## src/rtl/ad_ser_fifo.sv

```systemverilog
// ad_ser_fifo: synchronises an AD request/strobe pair, buffers captured words in a
// DEPTH-deep FIFO and streams each word out serially with a programmable gap.
module ad_ser_fifo #(
  parameter int DW        = 8,
  parameter int DEPTH     = 4,
  parameter int MSB_FIRST = 1,
  parameter int GAP       = 2
) (
  input  logic          clk,
  input  logic          rst,
  input  logic [DW-1:0] databus,
  input  logic          use_p_in_bus,
  input  logic          nGet_AD_data,
  output logic          Dbit_out,
  output logic          Dbit_ena,
  output logic          fifo_empty,
  output logic          fifo_full,
  output logic          overflow,
  output logic          orphan,
  output logic [15:0]   word_cnt,
  output logic [1:0]    state_dbg
);
  localparam int AW = $clog2(DEPTH);
  localparam int CW = AW + 1;
  localparam int BW = (DW > 1) ? $clog2(DW) : 1;
  localparam logic [BW-1:0] BIT_LAST = BW'(DW - 1);
  localparam logic [7:0]    GAP_LAST = (GAP > 0) ? 8'(GAP - 1) : 8'd0;
  localparam logic [CW-1:0] CNT_FULL = CW'(DEPTH);

  typedef enum logic [1:0] {IDLE = 2'd0, SHIFT = 2'd1, GAP_ST = 2'd2} state_t;

  logic [2:0]    nget_sync_q, nget_sync_d;
  logic [2:0]    usep_sync_q, usep_sync_d;
  logic          armed_q, armed_d;
  logic [AW-1:0] wr_ptr_q, wr_ptr_d;
  logic [AW-1:0] rd_ptr_q, rd_ptr_d;
  logic [CW-1:0] cnt_q, cnt_d;
  logic          empty_q, empty_d;
  logic          full_q, full_d;
  logic          overflow_q, overflow_d;
  logic          orphan_q, orphan_d;
  state_t        state_q, state_d;
  logic [DW-1:0] shreg_q, shreg_d;
  logic [BW-1:0] bitcnt_q, bitcnt_d;
  logic [7:0]    gapcnt_q, gapcnt_d;
  logic          dout_q, dout_d;
  logic          dena_q, dena_d;
  logic [15:0]   word_cnt_q, word_cnt_d;
  logic [DW-1:0] mem_q [DEPTH];
  logic [DW-1:0] mem_d [DEPTH];

  logic nget_fall, usep_rise, pop, wr_en;

  // Serial output contract: Dbit_out carries a data bit only while Dbit_ena is high;
  // Dbit_ena stays high for exactly DW consecutive clocks per word, with no backpressure.
  always_comb begin
    nget_sync_d = {nget_sync_q[1:0], nGet_AD_data};
    usep_sync_d = {usep_sync_q[1:0], use_p_in_bus};
    nget_fall   = nget_sync_q[2] & ~nget_sync_q[1];
    usep_rise   = ~usep_sync_q[2] & usep_sync_q[1];

    state_d    = state_q;
    shreg_d    = shreg_q;
    bitcnt_d   = bitcnt_q;
    gapcnt_d   = gapcnt_q;
    word_cnt_d = word_cnt_q;
    dout_d     = 1'b0;
    dena_d     = 1'b0;
    pop        = 1'b0;

    case (state_q)
      IDLE: begin
        if (!empty_q) begin
          pop      = 1'b1;
          shreg_d  = mem_q[rd_ptr_q];
          bitcnt_d = '0;
          state_d  = SHIFT;
        end
      end
      SHIFT: begin
        dena_d   = 1'b1;
        dout_d   = (MSB_FIRST != 0) ? shreg_q[DW-1] : shreg_q[0];
        shreg_d  = (MSB_FIRST != 0) ? {shreg_q[DW-2:0], 1'b0} : {1'b0, shreg_q[DW-1:1]};
        bitcnt_d = bitcnt_q + BW'(1);
        if (bitcnt_q == BIT_LAST) begin
          word_cnt_d = word_cnt_q + 16'd1;
          gapcnt_d   = '0;
          state_d    = (GAP > 0) ? GAP_ST : IDLE;
        end
      end
      GAP_ST: begin
        gapcnt_d = gapcnt_q + 8'd1;
        // The last gap clock doubles as the pop cycle so queued words sit exactly GAP clocks apart.
        if (gapcnt_q == GAP_LAST) begin
          if (!empty_q) begin
            pop      = 1'b1;
            shreg_d  = mem_q[rd_ptr_q];
            bitcnt_d = '0;
            state_d  = SHIFT;
          end else begin
            state_d = IDLE;
          end
        end
      end
      default: state_d = IDLE;
    endcase

    armed_d    = armed_q;
    overflow_d = overflow_q;
    orphan_d   = orphan_q;
    wr_en      = 1'b0;
    if (usep_rise) begin
      if (armed_q) begin
        armed_d = 1'b0;
        if (!full_q || pop) wr_en = 1'b1;
        else overflow_d = 1'b1;
      end else begin
        orphan_d = 1'b1;
      end
    end
    if (nget_fall) armed_d = 1'b1;

    mem_d = mem_q;
    if (wr_en) mem_d[wr_ptr_q] = databus;
    wr_ptr_d = wr_ptr_q + (wr_en ? AW'(1) : AW'(0));
    rd_ptr_d = rd_ptr_q + (pop ? AW'(1) : AW'(0));
    cnt_d    = cnt_q + CW'(wr_en) - CW'(pop);
    empty_d  = (cnt_d == '0);
    full_d   = (cnt_d == CNT_FULL);
  end

  always_ff @(posedge clk) begin
    if (rst) begin
      nget_sync_q <= 3'b111;
      usep_sync_q <= 3'b000;
      armed_q     <= 1'b0;
      wr_ptr_q    <= '0;
      rd_ptr_q    <= '0;
      cnt_q       <= '0;
      empty_q     <= 1'b1;
      full_q      <= 1'b0;
      overflow_q  <= 1'b0;
      orphan_q    <= 1'b0;
      state_q     <= IDLE;
      shreg_q     <= '0;
      bitcnt_q    <= '0;
      gapcnt_q    <= '0;
      dout_q      <= 1'b0;
      dena_q      <= 1'b0;
      word_cnt_q  <= '0;
    end else begin
      nget_sync_q <= nget_sync_d;
      usep_sync_q <= usep_sync_d;
      armed_q     <= armed_d;
      wr_ptr_q    <= wr_ptr_d;
      rd_ptr_q    <= rd_ptr_d;
      cnt_q       <= cnt_d;
      empty_q     <= empty_d;
      full_q      <= full_d;
      overflow_q  <= overflow_d;
      orphan_q    <= orphan_d;
      state_q     <= state_d;
      shreg_q     <= shreg_d;
      bitcnt_q    <= bitcnt_d;
      gapcnt_q    <= gapcnt_d;
      dout_q      <= dout_d;
      dena_q      <= dena_d;
      word_cnt_q  <= word_cnt_d;
    end
  end

  // Storage needs no reset: the cleared pointers make stale contents unreachable.
  always_ff @(posedge clk) begin
    mem_q <= mem_d;
  end

  assign Dbit_out   = dout_q;
  assign Dbit_ena   = dena_q;
  assign fifo_empty = empty_q;
  assign fifo_full  = full_q;
  assign overflow   = overflow_q;
  assign orphan     = orphan_q;
  assign word_cnt   = word_cnt_q;
  assign state_dbg  = state_q;
endmodule

```

## config.mk

```make
export PLATFORM = sky130hd
export DESIGN_NAME = ad_ser_fifo
export DESIGN_NICKNAME = d
export VERILOG_FILES = /design/src/rtl/ad_ser_fifo.sv
export SDC_FILE = /design/constraint.sdc
export NUM_CORES = 1
export LEC_CHECK = 0
export BUFFER_PORTS_ARGS = -buffer_cell sky130_fd_sc_hd__buf_2
export CORE_ASPECT_RATIO = 0.8
export CORE_UTILIZATION = 50
export DETAILED_ROUTE_END_ITERATION = 6
export HOLD_SLACK_MARGIN = 0.08
export PLACE_DENSITY = 0.72
export SLEW_MARGIN = 20
export SYNTH_ARGS = -nofsm -noshare
export SYNTH_HDL_FRONTEND = slang
export SYNTH_SLANG_ARGS = --single-unit
```

## constraint.sdc

```tcl
create_clock -name clk -period 3.05 [get_ports clk]
set_input_delay 0.4575 -clock clk [delete_from_list [all_inputs] [get_ports clk]]
set_output_delay 0.4575 -clock clk [all_outputs]
set_load 0.02 [all_outputs]
```

==> flow_metrics.tcl, run 1 <==
set metrics [dict create \
    avgSynthCellArea_um2 11.5 \
    antenna_cells 0 \
    io_buffer_count 35 \
    cts_tree "done" \
    cp.required_ns 3.34 \
    grt_antenna_before_repair 0 \
    share_seq_of_total_power 0.489 \
    postSynthRegisterBits 89 \
    die-area_um2 7620 \
    clock_tree.buffer_depth 2 \
    combinational_family_with_the_most_area_after_synthesis "simple AND/OR/NAND/NOR gates" \
    report.final.setup_viol 1 \
    clock_power_share 0.295 \
    synthMuxAreaShare 0.0581 \
    power_density_nw_per_um2 696 \
    cellInternalPower_uw 2040 \
    tightestPinTransition_ns 0.637 \
    synth_cells 317 \
    ctsRootBufferMaster "clkbuf_8" \
    rr_startpoint "gapcnt_q[1]" \
    filler_cell_count 571 \
    gp_routability_congestion 0.741 \
    cts_hold_buffers 0 \
    critical_path.max_fanout 3 \
    remaining_drc_errors 0 \
    finalWorstPathRequiredPeriod_ns 3.06 \
    drt-vias-per-instance 5.57 \
    vdd_ir_drop_max_v 0.000361 \
    comb_power_share 0.216 \
    clkTransAtPathRegs_ns 0.09 \
    netlist-cell-type-count 48 \
    status "complete, but fails checks" \
    groute.usage.overall 0.186 \
    initial_core_util 0.523 \
    tritoncts.num_buffers 9 \
    final_setup_skew_ns 0.0163 \
    first_global_vias 2307 \
    die_w_um 97.4 \
    route.detailed.wl_per_inst_um 14.9 \
    vias 2496 \
    max_cap_viol_count 0 \
    area_share_of_xor_xnor_cells_in_the_synthesized_design 0.0265 \
    grt_pass1_wl_um 11100 \
    crit_arrival_ns 3.34 \
    area.growth.synth_to_final_pct 15.1 \
    finalCoreUtilization 0.602 \
    io_pins 36 \
    final-max-slew-violation-count 0 \
    worst_setup_path_start_kind "register" \
    final_antenna_net_count 0 \
    finalSetupTns_ns -0.00601 \
    postSynthNetCount 339 \
    sw_frac_of_total 0.300 \
    critical_path.startpoint "gapcnt_q[1]" \
    timing.final.crit_share 1.00 \
    final-hold-violation-count 0 \
    worst_hold_path_type "input port to register" \
    grt_setup_unrepaired "true" \
    sequential_share_of_the_synthesized_area 0.578 \
    die_h_um 78.3 \
    leakage_uw 0.00155 \
    hold_start "nGet_AD_data" \
    synthSimpleGateAreaFrac 0.156 \
    yosys_warnings 0 \
    wl_um 6680 \
    synthFlopType "dfxtp_1" \
    endpoint_class_of_the_critical_path "register" \
    cts_htree_levels 3 \
    worst_skew_pair.late_latency_ns 0.36 \
    timing.slew.headroom 0.575 \
    netlist_area_um2 3640 \
    path_class "register to register" \
    design.final.nets 378 \
    post_synthesis_adder_cell_area_fraction 0.0365 \
    setup_slack_ns -0.00601 \
    max_freq_ghz 0.327 \
    num_rows 27 \
    synth_edf_count 32 \
    synth_compound_gate_area_share 0.112 \
    switching_power_uw 875 \
    drive_gt1_frac 0.247 \
    floorplan.core_area_um2 6960 \
    cts_num_sinks 89 \
    violations "setup timing" \
    detailedPlacementHpwl_um 4440 \
    asyncSetResetFlopFracSynth 0 \
    drt_pass1_iterations 4 \
    detail_route.iter0.violations 115 \
    grt_max_degree 46 \
    total_global_routing_overflow 0 \
]
==> power by group through the flow <==
stage	logic, µW	registers (µW)	clock network (µW)
6_report	631	1420	859
5_1_grt	693	1440	923
4_1_cts	597	1420	879
3_5_place_dp	587	1450	0
3_3_place_gp	565	1450	0
2_1_floorplan	484	1420	0
==> synthesized netlist by cell type (6+ instances only) <==
| master | n | area share |
|---|---|---|
| edfxtp_1 | 32 | 0.26 |
| o31ai_1 | 7 | 0.014 |
| nand2b_1 | 6 | 0.010 |
| nor2b_1 | 11 | 0.019 |
| inv_1 | 12 | 0.012 |
| o21ai_0 | 12 | 0.017 |
| clkbuf_1 | 15 | 0.015 |
| a21oi_1 | 20 | 0.028 |
| mux4_2 | 8 | 0.050 |
| dfxtp_1 | 57 | 0.31 |
| nand2_1 | 14 | 0.014 |
| nor2_1 | 22 | 0.023 |
| a211oi_1 | 9 | 0.019 |
| ha_1 | 9 | 0.031 |
| nor3_1 | 10 | 0.014 |
| xnor2_1 | 8 | 0.019 |
| or2_2 | 6 | 0.010 |
| nand3_1 | 8 | 0.011 |
==> repair_timing <==
action                     CTS  global route
gates resized for setup      1             4
pin swaps                    1             2
setup endpoints to repair    1             3
buffers inserted             0             1
==> routing by layer <==
layer / up-vias / wire length (µm) / global-route usage
met5: - / 0 / 0
met3: 7 / 385 / 0.0508
met1: 1193 / 3230 / 0.255
met2: 52 / 3010 / 0.290
met4: 0 / 55 / 0.0603
li1: 1244 / - / -
==> layout by cell type (no fill, tap or decap), drive strengths merged, types with 5 or more instances in the layout <==
| cell | synthesis | layout |
|---|---|---|
| inv | 12 | 15 |
| ha | 9 | 9 |
| or4 | 5 | 5 |
| buf | 3 | 46 |
| a211oi | 9 | 9 |
| nand3 | 8 | 8 |
| dfxtp | 57 | 57 |
| or3 | 5 | 5 |
| xnor2 | 8 | 8 |
| nand2b | 6 | 6 |
| or2 | 8 | 8 |
| nor2b | 11 | 11 |
| nor3 | 10 | 10 |
| nand4 | 5 | 5 |
| clkbuf | 15 | 9 |
| o31ai | 7 | 7 |
| nor2 | 22 | 22 |
| a21oi | 20 | 20 |
| edfxtp | 32 | 32 |
| nand2 | 14 | 14 |
| mux4 | 8 | 8 |
| o21ai | 12 | 12 |
| a2111oi | 5 | 5 |
==> final cells by class <==
cell class / instances / area, µm² / share of cell area
sequential: 89 / 2100 / 0.502
multi-input combinational: 198 / 1450 / 0.347
timing repair buffer: 46 / 258 / 0.0615
clock buffer: 9 / 124 / 0.0296
tap: 87 / 109 / 0.0260
clock inverter: 7 / 96.3 / 0.0230
inverter: 12 / 45.0 / 0.0108
==> per-stage QoR <==
stage          hold slack [ns]  power (µW)  instance area, µm²  cells  worst slack, ns
5_1_grt                  0.271        3050                4190    448           -0.173
3_3_place_gp             0.394        2010                3940    431           0.0776
6_report                 0.280        2910                4190    448         -0.00601
2_1_floorplan            0.389        1900                3660    317           -0.119
4_1_cts                  0.265        2900                4160    447          0.00812
3_5_place_dp             0.402        2040                3940    431          -0.0160
==> registers in the layout (all words and copies together), names as in the netlist, 3 cells and up <==
name / count
mem_q: 32
word_cnt: 16
gapcnt_q: 8
shreg_q: 8
bitcnt_q: 3
cnt_q: 3
nget_sync_q: 3
usep_sync_q: 3
==> critical path, cell delays in order (launching register included) <==
cell     delay (ns)
dfxtp_2        0.33
inv_2          0.06
ha_4           0.11
or4b_4         0.46
o21a_1         0.21
or2_4          0.23
a21o_1         0.17
ha_1           0.27
inv_1          0.04
ha_2           0.17
fa_2           0.35
xnor2_2        0.20
xnor2_2        0.14
nand2_1        0.11
nor3_2         0.13
==> final timing paths <==
path	slack [ns]	cells after the start	end
min reg2reg	0.42	1	nget_sync_q[1]
min	0.28	2	nget_sync_q[0]
max reg2reg	-0.006	14	fifo_full
max	-0.006	14	fifo_full
==> cell families (layout without fill, tap and decap cells) <==
family,count (synthesis),count (layout)
simple gates,104,104
flops,89,89
compound gates,62,62
buf+inv,30,74
xor+xnor,11,11
mux,11,11
fa+ha+maj,10,10
Power figures use the tool's default switching activity.
==> run 2, diff against run 1 <==
CORE_MARGIN = 4   (was not set)
==> flow_metrics.tcl, run 2 (synthesis results as in run 1) <==
set metrics [dict create \
    final_common_cell "dfxtp_1" \
    num_rows 27 \
    grt_max_degree 46 \
    grt_setup_unrepaired "true" \
    max_cap_viol_count 0 \
    gp_routability_congestion 0.770 \
    antenna_cells 0 \
    area.growth.synth_to_final_pct 14.5 \
    final_setup_skew_ns 0.0143 \
    instance_count_after_placement_with_tap_cells_included 431 \
    grt_antenna_before_repair 0 \
    largest_register_ffs 32 \
    die_w_um 103 \
    violations "setup timing" \
    setup_slack_ns -0.0480 \
    groute.usage.overall 0.167 \
    drive_gt1_frac 0.247 \
    met1Wirelength_um 3360 \
    detailedPlacementHpwl_um 4540 \
    detail_route.iter0.violations 144 \
    total_global_routing_overflow 0 \
    worst_setup_path_start_kind "register" \
    io_pins 36 \
    critical_path.max_fanout 4 \
    cts_tree "done" \
    timing.slew.headroom 0.573 \
    crit_arrival_ns 3.38 \
    final-hold-violation-count 0 \
    initial_core_util 0.520 \
    route.met3.wl_um 262 \
    route.detailed.wl_per_inst_um 15.1 \
    first_global_vias 2376 \
    power_density_nw_per_um2 672 \
    cp.required_ns 3.33 \
    finalWorstPathRequiredPeriod_ns 3.10 \
    max_freq_ghz 0.323 \
    clkTransAtPathRegs_ns 0.10 \
    floorplan.core_area_um2 6990 \
    reg_with_most_ffs "mem_q" \
    cp_common_cell "xnor2_2" \
    timing.final.crit_share 1.02 \
    tritoncts.num_buffers 9 \
    leakage_uw 0.00154 \
    cts_num_sinks 89 \
    die_h_um 84.3 \
    remaining_drc_errors 0 \
    crit_path_cell_trace "inv_2, ha_4, or4b_4, o21a_1, or2_4, a21o_1, ha_1, inv_1, ha_2, fa_2, xnor2_2, xnor2_2, nand2_1, nor3_2" \
    report.final.setup_viol 1 \
    endpoint_class_of_the_critical_path "register" \
    place_ws_ns -0.0586 \
    vdd_ir_drop_max_v 0.000344 \
    drt-vias-per-instance 5.48 \
    grt_pass1_wl_um 11400 \
    dr_wl_met2_um 3080 \
    post-layout-total-power_uw 2800 \
    path_class "register to register" \
    worst_hold_path_type "input port to register" \
    worstPathBufferInverterCount 2 \
    io_buffer_count 35 \
    cts_htree_levels 3 \
    status "complete, but fails checks" \
    slowest_stage "or4b_4" \
    cts_hold_buffers 0 \
    ctsRootBufferMaster "clkbuf_8" \
    worst_skew_pair.late_latency_ns 0.35 \
    slowest_delay_ns 0.47 \
    layout.cells.most_common_list "dfxtp_1, buf_2, edfxtp_1, nor2_1, a21oi_1" \
    dominant_delay_contributor_by_cell_family_on_the_critical_path "simple AND/OR/NAND/NOR gates" \
    final-max-slew-violation-count 0 \
    tightestPinTransition_ns 0.639 \
    topRoutingLayerUsed "met4" \
    design.final.nets 378 \
    final_antenna_net_count 0 \
    die-area_um2 8710 \
    drt_pass1_iterations 4 \
    wl_um 6750 \
    vias 2457 \
    final_cell_count_no_fill 448 \
    clock_tree.buffer_depth 2 \
]
-- run 2: metrics by stage --
step                hold WS (ns)  setup TNS (ns)  utilization  cell area (µm²)
floorplan                  0.389          -0.250            -             3660
global placement           0.392               0        0.563             3940
detailed placement         0.397         -0.0586        0.563             3940
CTS                        0.266         -0.0476        0.591             4130
global route               0.272          -0.390        0.596             4170
finish                     0.286         -0.0480        0.596             4170
-- run 2: per-layer routing --
layer / track usage / vias up
li1: - / 1242
met1: 0.233 / 1174
met2: 0.254 / 37
met3: 0.0449 / 4
met4: 0.0494 / 0
met5: 0 / -
-- run 2: final timing paths --
path,from,end,slack (ns),depth (start not counted)
max,gapcnt_q[1],fifo_full,-0.05,14
min,nGet_AD_data,nget_sync_q[0],0.29,2
max reg2reg,gapcnt_q[1],fifo_full,-0.05,14
min reg2reg,nget_sync_q[0],nget_sync_q[1],0.42,1
-- run 2: area by class of cell --
class / instances / area (µm²)
Multi-Input combinational cell: 198 / 1450
Clock buffer: 9 / 124
Timing Repair Buffer: 46 / 258
Inverter: 12 / 45.0
Clock inverter: 7 / 72.6
Sequential cell: 89 / 2110
Tap cell: 87 / 109
Fill cell: 567 / 2830
-- run 2: timing repair --
item / in CTS / in global routing
setup buffers: 0 / 1
pin swaps: 1 / 1
endpoints found under the setup margin: 1 / 3
endpoints found under the hold margin: 0 / 0
resized for setup: 1 / 5
-- run 2: where the power goes --
part           switching (µW)  internal, µW  total, µW
combinational             310           303        614
sequential               89.3          1330       1420
clock                     451           320        771
==> run 3, diff against run 2 <==
CORE_UTILIZATION = 30   (was 50)
PLACE_DENSITY = not set   (was 0.72)
==> flow_metrics.tcl, run 3 (synthesis results as in run 1) <==
set metrics [dict create \
    io_buffer_count 35 \
    final-max-slew-violation-count 0 \
    instance_count_after_placement_with_tap_cells_included 493 \
    grt_pass1_wl_um 11600 \
    final_setup_skew_ns 0.0124 \
    sw_frac_of_total 0.288 \
    r2r_slack_ns 0.06 \
    grt_setup_unrepaired "true" \
    grt_antenna_before_repair 0 \
    io_pins 36 \
    finalCoreUtilization 0.372 \
    tritoncts.num_buffers 9 \
    leakage_uw 0.00160 \
    drive_gt1_frac 0.246 \
    design.final.nets 379 \
    detail_route.iter0.violations 117 \
    die_h_um 107 \
    timing.slew.headroom 0.579 \
    drt_pass1_iterations 4 \
    gp_routability_congestion 0.763 \
    status "finished clean" \
    final_antenna_net_count 0 \
    r2r-end "fifo_full" \
    timing.final.crit_share 0.981 \
    wl_um 7110 \
    final-hold-violation-count 0 \
    setup_slack_ns 0.0594 \
    switching_power_uw 915 \
    final_common_cell "dfxtp_1" \
    crit_arrival_ns 3.26 \
    floorplan.core_area_um2 11700 \
    vdd_ir_drop_max_v 0.000341 \
    remaining_drc_errors 0 \
    worst_hold_path.endpoint "nget_sync_q[0]" \
    power_density_nw_per_um2 729 \
    worst_setup_path_start_kind "register" \
    tightestPinTransition_ns 0.631 \
    final_cell_count_no_fill 510 \
    placed_cell_area_um2 4020 \
    max_freq_ghz 0.334 \
    place_ws_ns -0.0313 \
    max_cap_viol_count 0 \
    cellInternalPower_uw 2260 \
    path_class "register to register" \
    die_w_um 131 \
    comb_power_share 0.196 \
    total_global_routing_overflow 0 \
    clkTransAtPathRegs_ns 0.07 \
    finalWorstPathRequiredPeriod_ns 2.99 \
    route.detailed.wl_per_inst_um 13.9 \
    hold_start "nGet_AD_data" \
    clock_tree.buffer_depth 2 \
    worst_skew_pair.late_latency_ns 0.34 \
    largest_register_ffs 32 \
    initial_core_util 0.311 \
    reg2regPathDepth 14 \
    detailedPlacementHpwl_um 4860 \
    groute.usage.overall 0.105 \
    num_rows 35 \
    layout.cells.most_common_list "dfxtp_1, buf_2, edfxtp_1, nor2_1, a21oi_1" \
    vias 2487 \
    worst_hold_path_type "input port to register" \
    rr_startpoint "gapcnt_q[1]" \
    antenna_cells 0 \
    clock_power_share 0.355 \
    endpoint_class_of_the_critical_path "register" \
    final_cell_area_um2 4360 \
    grt_max_degree 32 \
    cts_htree_levels 3 \
    cts_num_sinks 89 \
    first_global_vias 2262 \
    hold_depth 2 \
    die-area_um2 14000 \
    cp.required_ns 3.32 \
    reg_with_most_ffs "mem_q" \
    critical_path.max_fanout 3 \
    cts_tree "done" \
    report.final.setup_viol 0 \
    ctsRootBufferMaster "clkbuf_16" \
    share_seq_of_total_power 0.449 \
    area.growth.synth_to_final_pct 19.7 \
    drt-vias-per-instance 4.88 \
]
-- run 3: changes by cell type in the layout (fill, tap and decap cells not counted), moves of 2 or more --
| cell | previous run | this run |
|---|---|---|
| clkbuf_16 | 0 | 10 |
| inv_6 | 1 | 3 |
| clkinv_4 | 2 | 0 |
| clkbuf_8 | 9 | 0 |
-- run 3: worst max-delay path, cell delays in order, from the launching register on --
cell and delay [ns]:
dfxtp_2 0.32, inv_2 0.04, ha_1 0.11, or4b_4 0.46, o21a_1 0.21, or2_4 0.24
a21o_1 0.18, ha_1 0.26, inv_1 0.04, ha_2 0.16, fa_2 0.35, xnor2_2 0.17
xnor2_2 0.14, nand2_1 0.11, nor3_2 0.12
-- run 3: what timing repair did --
action | 4_1_cts | 5_1_grt
hold buffers | 0 | 0
endpoints found under the hold margin | 0 | 0
gates resized for setup | 1 | 2
endpoints found under the setup margin | 1 | 3
pin swaps | 1 | 1
buffers inserted | 0 | 1
-- run 3: area by class of cell --
cell class              count  area [µm²]
clock buffers              10         250
clock inverters             6        65.1
fillers                  1123        7340
inverters                  12        45.0
multi-input cells         198        1440
flip-flops and latches     89        2100
well taps                 148         185
repair buffers             47         265
-- run 3: how the worst max path moves through the flow --
stage                start   endpoint  slack, ns  depth (start not counted)
2_1_floorplan  gapcnt_q[1]  fifo_full      -0.12                         16
3_3_place_gp   gapcnt_q[1]  fifo_full       0.07                         14
3_5_place_dp   gapcnt_q[1]  fifo_full      -0.03                         14
4_1_cts        gapcnt_q[1]  fifo_full      -0.03                         14
5_1_grt        gapcnt_q[1]  fifo_full      -0.06                         14
6_report       gapcnt_q[1]  fifo_full       0.06                         14
-- run 3: metrics by stage --
step / hold slack (ns) / power [µW] / TNS [ns]
2_1_floorplan: 0.389 / 1900 / -0.250
3_3_place_gp: 0.392 / 2030 / 0
3_5_place_dp: 0.394 / 2040 / -0.0313
4_1_cts: 0.292 / 3180 / -0.0337
5_1_grt: 0.296 / 3350 / -0.0759
6_report: 0.303 / 3180 / 0
-- run 3: power groups by stage --
| stage | sequential [µW] | combinational (µW) | clock (µW) |
|---|---|---|---|
| detailed placement | 1450 | 589 | 0 |
| CTS | 1430 | 594 | 1160 |
| finish | 1430 | 623 | 1130 |
| global placement | 1450 | 574 | 0 |
| global route | 1440 | 683 | 1220 |
| floorplan | 1420 | 484 | 0 |
-- run 3: metal layers --
layer,part of all wire,vias up,track usage
met4,0.0068,0,0.0330
met2,0.46,43,0.160
li1,-,1246,-
met1,0.50,1194,0.138
met5,0,-,0
met3,0.035,4,0.0416
